[src/rtl/progmem_arbiter_if.sv]
// -----------------------------------------------------------------------------
// progmem_arbiter_if
// Avalon-style read-only memory port bundle shared by the requesters and by
// the program memory side of progmem_arbiter.
//
// Signals:
//   address      request address (ADDR_W)
//   read         read strobe; held by the master until waitrequest is low
//   readdata     read data (DATA_W), valid in the cycle waitrequest is low
//   response     2'b00 OKAY, 2'b10 SLVERR
//   waitrequest  stall from the slave side
//
// Modports:
//   master  drives address/read, receives readdata/response/waitrequest
//   slave   receives address/read, drives readdata/response/waitrequest
// -----------------------------------------------------------------------------
interface progmem_arbiter_if #(
    parameter int ADDR_W = 32,
    parameter int DATA_W = 32
);
    logic [ADDR_W-1:0] address;
    logic              read;
    logic [DATA_W-1:0] readdata;
    logic [1:0]        response;
    logic              waitrequest;

    modport master (
        output address, read,
        input  readdata, response, waitrequest
    );

    modport slave (
        input  address, read,
        output readdata, response, waitrequest
    );
endinterface

[src/rtl/progmem_arbiter.sv]
// -----------------------------------------------------------------------------
// progmem_arbiter
// Shares one read-only program memory port between two requesters
// (m0: DSI command sequencer fetch, m1: host debug/readback). Round-robin
// arbitration, one outstanding access at a time, fully registered outputs,
// and an optional slave timeout that turns a hung access into SLVERR.
//
// Handshake: a master holds read (and address) until it sees waitrequest low;
// the arbiter drops that master's waitrequest for exactly one cycle per
// completed access, with readdata/response valid in that cycle. Toward the
// memory, s.read is held until s.waitrequest is sampled low (or timeout).
//
// Ports:
//   clk          system clock
//   rst_n        asynchronous active-low reset
//   m0, m1       requester ports (slave modport of progmem_arbiter_if)
//   s            program memory port (master modport of progmem_arbiter_if)
//   o_dbg_state  current FSM state (0 IDLE, 1 REQ, 2 RESP)
// -----------------------------------------------------------------------------
module progmem_arbiter #(
    parameter int ADDR_W  = 32,
    parameter int DATA_W  = 32,
    parameter int TIMEOUT = 255
) (
    input  logic                     clk,
    input  logic                     rst_n,
    progmem_arbiter_if.slave         m0,
    progmem_arbiter_if.slave         m1,
    progmem_arbiter_if.master        s,
    output logic [1:0]               o_dbg_state
);

    // A zero TIMEOUT disables the timeout; keep a 1-bit counter so the
    // declarations stay legal.
    localparam int              CNT_W    = (TIMEOUT > 0) ? $clog2(TIMEOUT + 1) : 1;
    localparam logic [CNT_W-1:0] CNT_LAST = (TIMEOUT > 0) ? CNT_W'(TIMEOUT - 1) : '0;
    localparam logic [CNT_W-1:0] CNT_MAX  = '1;
    localparam logic             TO_EN    = (TIMEOUT > 0);

    typedef enum logic [1:0] {
        ST_IDLE = 2'd0,
        ST_REQ  = 2'd1,
        ST_RESP = 2'd2
    } state_t;

    state_t            r_state;
    state_t            w_next_state;
    logic              r_grant;
    logic              r_last_grant;
    logic [CNT_W-1:0]  r_cnt;
    logic [ADDR_W-1:0] r_s_address;
    logic              r_s_read;
    logic [DATA_W-1:0] r_rdata;
    logic [1:0]        r_resp;
    logic              r_m0_wait;
    logic              r_m1_wait;

    logic              w_any;
    logic              w_pick;
    logic              w_done;
    logic              w_timeout;
    logic              w_grant_nxt;
    logic              w_last_nxt;
    logic [CNT_W-1:0]  w_cnt_nxt;
    logic [ADDR_W-1:0] w_addr_nxt;
    logic [DATA_W-1:0] w_rdata_nxt;
    logic [1:0]        w_resp_nxt;

    assign w_any     = m0.read | m1.read;
    // On a tie the requester that did not win last time gets the port.
    assign w_pick    = (m0.read & m1.read) ? ~r_last_grant : ~m0.read;
    assign w_done    = (r_state == ST_REQ) & ~s.waitrequest;
    assign w_timeout = (r_state == ST_REQ) & s.waitrequest & TO_EN & (r_cnt == CNT_LAST);

    // State and datapath registers
    always_ff @(posedge clk or negedge rst_n) begin
        if (!rst_n) begin
            r_state      <= ST_IDLE;
            r_grant      <= 1'b0;
            r_last_grant <= 1'b1;
            r_cnt        <= '0;
            r_s_address  <= '0;
            r_s_read     <= 1'b0;
            r_rdata      <= '0;
            r_resp       <= 2'b00;
            r_m0_wait    <= 1'b1;
            r_m1_wait    <= 1'b1;
        end else begin
            r_state      <= w_next_state;
            r_grant      <= w_grant_nxt;
            r_last_grant <= w_last_nxt;
            r_cnt        <= w_cnt_nxt;
            r_s_address  <= w_addr_nxt;
            // Outputs are registered from the next state so they line up
            // with the state they belong to.
            r_s_read     <= (w_next_state == ST_REQ);
            r_rdata      <= w_rdata_nxt;
            r_resp       <= w_resp_nxt;
            r_m0_wait    <= ~((w_next_state == ST_RESP) & ~r_grant);
            r_m1_wait    <= ~((w_next_state == ST_RESP) &  r_grant);
        end
    end

    // Next-state logic
    always_comb begin
        w_next_state = r_state;
        case (r_state)
            ST_IDLE: if (w_any) w_next_state = ST_REQ;
            ST_REQ:  if (w_done || w_timeout) w_next_state = ST_RESP;
            ST_RESP: w_next_state = ST_IDLE;
            default: w_next_state = ST_IDLE;
        endcase
    end

    // Datapath next values
    always_comb begin
        w_grant_nxt = r_grant;
        w_last_nxt  = r_last_grant;
        w_cnt_nxt   = r_cnt;
        w_addr_nxt  = r_s_address;
        w_rdata_nxt = r_rdata;
        w_resp_nxt  = r_resp;
        case (r_state)
            ST_IDLE: begin
                if (w_any) begin
                    w_grant_nxt = w_pick;
                    w_addr_nxt  = w_pick ? m1.address : m0.address;
                    w_cnt_nxt   = '0;
                end
            end
            ST_REQ: begin
                if (w_done) begin
                    w_rdata_nxt = s.readdata;
                    w_resp_nxt  = s.response;
                    w_last_nxt  = r_grant;
                end else if (w_timeout) begin
                    w_rdata_nxt = '0;
                    w_resp_nxt  = 2'b10;
                    w_last_nxt  = r_grant;
                end else if (r_cnt != CNT_MAX) begin
                    w_cnt_nxt = r_cnt + 1'b1;
                end
            end
            default: begin
            end
        endcase
    end

    assign s.address      = r_s_address;
    assign s.read         = r_s_read;
    // Captured data is shared; only the granted master sees waitrequest low.
    assign m0.readdata    = r_rdata;
    assign m0.response    = r_resp;
    assign m0.waitrequest = r_m0_wait;
    assign m1.readdata    = r_rdata;
    assign m1.response    = r_resp;
    assign m1.waitrequest = r_m1_wait;
    assign o_dbg_state    = r_state;

endmodule

[src/flat_wrapper.sv]
// flat-port wrapper written by rule: the top's interface ports become plain ports
module progmem_arbiter_flat 
#(
    parameter int ADDR_W  = 32,
    parameter int DATA_W  = 32,
    parameter int TIMEOUT = 255
)
  (clk, rst_n, o_dbg_state, m0_address, m0_read, m0_readdata, m0_response, m0_waitrequest, m1_address, m1_read, m1_readdata, m1_response, m1_waitrequest, s_address, s_read, s_readdata, s_response, s_waitrequest);
  progmem_arbiter_if #(.ADDR_W(ADDR_W), .DATA_W(DATA_W)) m0_i ();
  progmem_arbiter_if #(.ADDR_W(ADDR_W), .DATA_W(DATA_W)) m1_i ();
  progmem_arbiter_if #(.ADDR_W(ADDR_W), .DATA_W(DATA_W)) s_i ();
  input  logic clk;
  input  logic rst_n;
  output logic [1:0] o_dbg_state;
  input wire logic [$bits(m0_i.address)-1:0] m0_address;
  input wire logic [$bits(m0_i.read)-1:0] m0_read;
  output wire logic [$bits(m0_i.readdata)-1:0] m0_readdata;
  output wire logic [$bits(m0_i.response)-1:0] m0_response;
  output wire logic [$bits(m0_i.waitrequest)-1:0] m0_waitrequest;
  input wire logic [$bits(m1_i.address)-1:0] m1_address;
  input wire logic [$bits(m1_i.read)-1:0] m1_read;
  output wire logic [$bits(m1_i.readdata)-1:0] m1_readdata;
  output wire logic [$bits(m1_i.response)-1:0] m1_response;
  output wire logic [$bits(m1_i.waitrequest)-1:0] m1_waitrequest;
  output wire logic [$bits(s_i.address)-1:0] s_address;
  output wire logic [$bits(s_i.read)-1:0] s_read;
  input wire logic [$bits(s_i.readdata)-1:0] s_readdata;
  input wire logic [$bits(s_i.response)-1:0] s_response;
  input wire logic [$bits(s_i.waitrequest)-1:0] s_waitrequest;
  assign m0_i.address = m0_address;
  assign m0_i.read = m0_read;
  assign m0_readdata = m0_i.readdata;
  assign m0_response = m0_i.response;
  assign m0_waitrequest = m0_i.waitrequest;
  assign m1_i.address = m1_address;
  assign m1_i.read = m1_read;
  assign m1_readdata = m1_i.readdata;
  assign m1_response = m1_i.response;
  assign m1_waitrequest = m1_i.waitrequest;
  assign s_address = s_i.address;
  assign s_read = s_i.read;
  assign s_i.readdata = s_readdata;
  assign s_i.response = s_response;
  assign s_i.waitrequest = s_waitrequest;
  progmem_arbiter #(.ADDR_W(ADDR_W), .DATA_W(DATA_W), .TIMEOUT(TIMEOUT)) u_core (.clk(clk), .rst_n(rst_n), .m0(m0_i), .m1(m1_i), .s(s_i), .o_dbg_state(o_dbg_state));
endmodule
[config.mk]
export PLATFORM = sky130hd
export DESIGN_NAME = progmem_arbiter_flat
export DESIGN_NICKNAME = d
export VERILOG_FILES = /design/src/rtl/progmem_arbiter_if.sv /design/src/rtl/progmem_arbiter.sv /design/src/flat_wrapper.sv
export SDC_FILE = /design/constraint.sdc
export NUM_CORES = 1
export LEC_CHECK = 0
export CAP_MARGIN = 5
export CORE_ASPECT_RATIO = 1.1
export CORE_MARGIN = 2
export CORE_UTILIZATION = 39
export CTS_CLUSTER_SIZE = 20
export DETAILED_ROUTE_END_ITERATION = 7
export PLACE_DENSITY = 0.81
export SETUP_SLACK_MARGIN = 0.15
export SYNTH_ARGS = -nofsm -noshare
export SYNTH_HDL_FRONTEND = slang
export SYNTH_SLANG_ARGS = --single-unit
[constraint.sdc]
create_clock -name clk -period 2 [get_ports clk]
set_input_delay 0.3 -clock clk [delete_from_list [all_inputs] [get_ports clk]]
set_output_delay 0.3 -clock clk [all_outputs]
set_load 0.005 [all_outputs]
==> metrics.yaml <==
layout:
  final_core_util_pct: 63.82
  area_growth_pct: 59.69
  final_area_sq_um: 5968
  insertedDiodeCount: 0
  fin_cells: 626
  drive_above_1_share_pct: 8.251
  n_fill_cell: 700
  seq_area_sq_um: 2031
  nNetsFinal: 609
  multi_input_area_sq_um: 1354
run_status:
  status: "completed"
detailed_routing:
  vias: 3090
  drt_wl_total_um: 9969
  drc_errors: 0
  ant_nets: 0
  routedWlPerCell_um: 15.92
  vias_per_cell: 4.936
  dr.pass1.iters: 6
  drt_iter0_drc: 82
placement:
  dp.cells: 606
  place_hpwl_um: 7655
  numPortBuffers: 207
  place_area_sq_um: 5727
  gp_congestion: 0.8973
die:
  die_area_sq_um: 10380
  rows: 37
  die_h_um: 106.7
  start_util_pct: 39.97
  core_area_sq_um: 9351
  io-pin-count: 208
  chipWidth_um: 97.34
timing:
  slew_violations: 0
  timing.final.crit_share_pct: 86.18
  max_freq_ghz: 0.5802
  worst_pin_slew_ps: 454.3
  relSlewSlack_pct: 69.72
  fin_crit_ps: 1724
  tns_ps: 0
  finalClockSkew_ps: 13.05
  finalHoldViolCount: 0
  rsz0062_at_grt: "yes"
  finalSetupViolCount: 0
critical_path:
  crit_family: "compound AO/OA/AOI/OAI gates"
  slowest_delay_ps: 390
  worst-path-max-fanout: 6
  crit_required_ps: 2270
  critical_path.cell_chain: "inv_1 -> ha_1 -> nand3_2 -> o21ai_4 -> buf_4 -> a2111oi_2 -> mux2i_1"
  crit_buf_inv: 2
  cp-end-kind: "flip-flop"
  critPathSlowestCell: "a2111oi_2"
  critPathKind: "flip-flop to flip-flop"
  cp-start-kind: "flip-flop"
  arrival_ps: 2000
power_and_ir_drop:
  irDropWorstVdd_mv: 0.4663
  fin_total_pwr_mw: 7.892
  power_density_nw_per_um2: 1322
  leakage_nw: 2.590
synth:
  synth.ff_latch_count: 81
  yosys_warnings: 0
  ys_seq_area_share_pct: 54.34
  synthCells: 327
  synthDominantCellAreaShare_pct: 52.23
  synth_area_leaders: "dfrtp_1, mux2i_1, a22o_1"
  synth_area_per_cell_sq_um: 11.43
  syn-cell-area_sq_um: 3737
  synth.distinct_cells: 36
  syn-num-nets: 432
  synth_largest_area_cell: "dfrtp_1"
cts:
  path_clk_slew_ps: 80
  root_buffer: "clkbuf_8"
  clockBufferDepth: 2
  h-tree-depth: 3
  clk_latency_ps: 350
  numClockSinks: 81
  cts_tree: "built"
  numCtsBuffers: 9
global_route:
  grt_max_degree: 50
  grt_pass1_wl_um: 16060
  track_usage_pct: 19.54
  antenna_found_initial: 0
  overflow: 0
  grt_pass1_vias: 3146
job:
  cap_violations: 0
hold_path:
  hp-class: "primary input to async pin"
-- final cells by class --
type                    instances  area share (%)
repair buffers                219           37.48
flip-flops and latches         81           34.03
multi-input cells             186           22.68
well taps                     117           2.453
clock buffers                  12           2.432
clock inverters                 4          0.4822
inverters                       7          0.4403
-- cell families after synthesis --
| kind of cell | count (synthesis) | synth area share, % |
|---|---|---|
| AOI/OAI and AO/OA | 80 | 15.57 |
| buffers and inverters | 60 | 10.61 |
| DFF | 81 | 54.34 |
| and+or+nand+nor | 63 | 7.767 |
| muxes | 41 | 11.05 |
| adders and majority gates | 2 | 0.6695 |
-- layout by cell type, fill, tap and decap left out, types with 2 or more instances in the layout --
| cell type | n |
|---|---|
| clkdlybuf4s50_1 | 206 |
| dfrtp_1 | 78 |
| nand2_1 | 43 |
| mux2i_1 | 39 |
| a22o_1 | 33 |
| o21ai_0 | 32 |
| clkbuf_8 | 10 |
| nand2b_1 | 7 |
| inv_1 | 6 |
| buf_4 | 6 |
| buf_12 | 6 |
| a211oi_1 | 4 |
| o21ai_4 | 3 |
| nand3_1 | 3 |
| dfstp_2 | 3 |
| nand4_1 | 2 |
| ha_1 | 2 |
| clkinvlp_4 | 2 |
| clkbuf_1 | 2 |
-- registers in the layout, indices dropped and copies added (netlist names) --
signal and count:
u_core.m0.readdata 32, u_core.s.address 32, u_core.r_cnt 8, u_core.m0.response 2, u_core.o_dbg_state 2, u_core.m0.waitrequest 1, u_core.m1.waitrequest 1, u_core.r_grant 1
u_core.r_last_grant 1, u_core.s.read 1
-- routing by layer --
layer | up-vias | wire (um) | global-route usage [%]
met2 | 162 | 4960 | 32.59
met5 | - | 0 | 0
met3 | 11 | 956 | 7.366
li1 | 1469 | - | -
met4 | 0 | 134 | 7.540
met1 | 1448 | 3917 | 23.04
-- Yosys cell counts (all sizes together) --
cell / n
dfrtp: 78
buf: 48
nand2: 44
mux2i: 39
o21ai: 35
a22o: 33
inv: 7
nand2b: 7
clkbuf: 5
a211oi: 4
nand3: 4
dfstp: 3
nand4: 3
a2111oi: 2
ha: 2
mux2: 2
nor2b: 2
o211ai: 2
a21o: 1
a21oi: 1
a2bb2oi: 1
nor2: 1
o22ai: 1
or2: 1
or3: 1
-- path summary, 6_finish.rpt --
kind | end | slack (ps) | from | cells after the start
worst max-delay path | u_core.r_cnt[6]$_DFFE_PN0P_ | 280 | u_core.r_cnt[0]$_DFFE_PN0P_ | 7
worst min-delay path | u_core.m0.readdata[6]$_DFFE_PN0P_ | 440 | rst_n | 2
worst max register to register | u_core.r_cnt[6]$_DFFE_PN0P_ | 280 | u_core.r_cnt[0]$_DFFE_PN0P_ | 7
worst min register to register | u_core.m1.waitrequest$_DFF_PN1_ | 460 | u_core.r_grant$_DFFE_PN0P_ | 1
max in group asynchronous | u_core.r_last_grant$_DFFE_PN1P_ | 870 | rst_n | 3
min in group clk | u_core.m1.waitrequest$_DFF_PN1_ | 460 | u_core.r_grant$_DFFE_PN0P_ | 1
-- where the power goes --
part / total, mW / internal (mW) / switching, mW
sequential: 2.90 / 2.38 / 0.525
combinational: 3.93 / 2.53 / 1.40
clock: 1.06 / 0.486 / 0.570
-- metrics by stage --
step	hold slack (ps)	setup slack, ps
CTS	433.1	146.4
global placement	265.2	112.5
floorplan	4.409	411.4
finish	443.1	276.3
detailed placement	279.1	91.30
global route	466.9	126.5
-- worst register-to-register path, stage by stage (launching register included) --
cell	delay, ps
dfrtp_1	370
inv_1	80
ha_1	220
nand3_2	120
o21ai_4	90
buf_4	180
a2111oi_2	390
mux2i_1	220
-- what timing repair did --
| item | CTS | global route |
|---|---|---|
| endpoints found under the setup margin | 21 | 26 |
| hold endpoints to repair | 32 | 0 |
| setup buffers | 2 | 1 |
| hold buffers | 1 | 0 |
| gates cloned | 0 | 0 |
| gates resized for setup | 0 | 3 |
| pin swaps | 1 | 0 |
(Power assumes the default switching activity.)
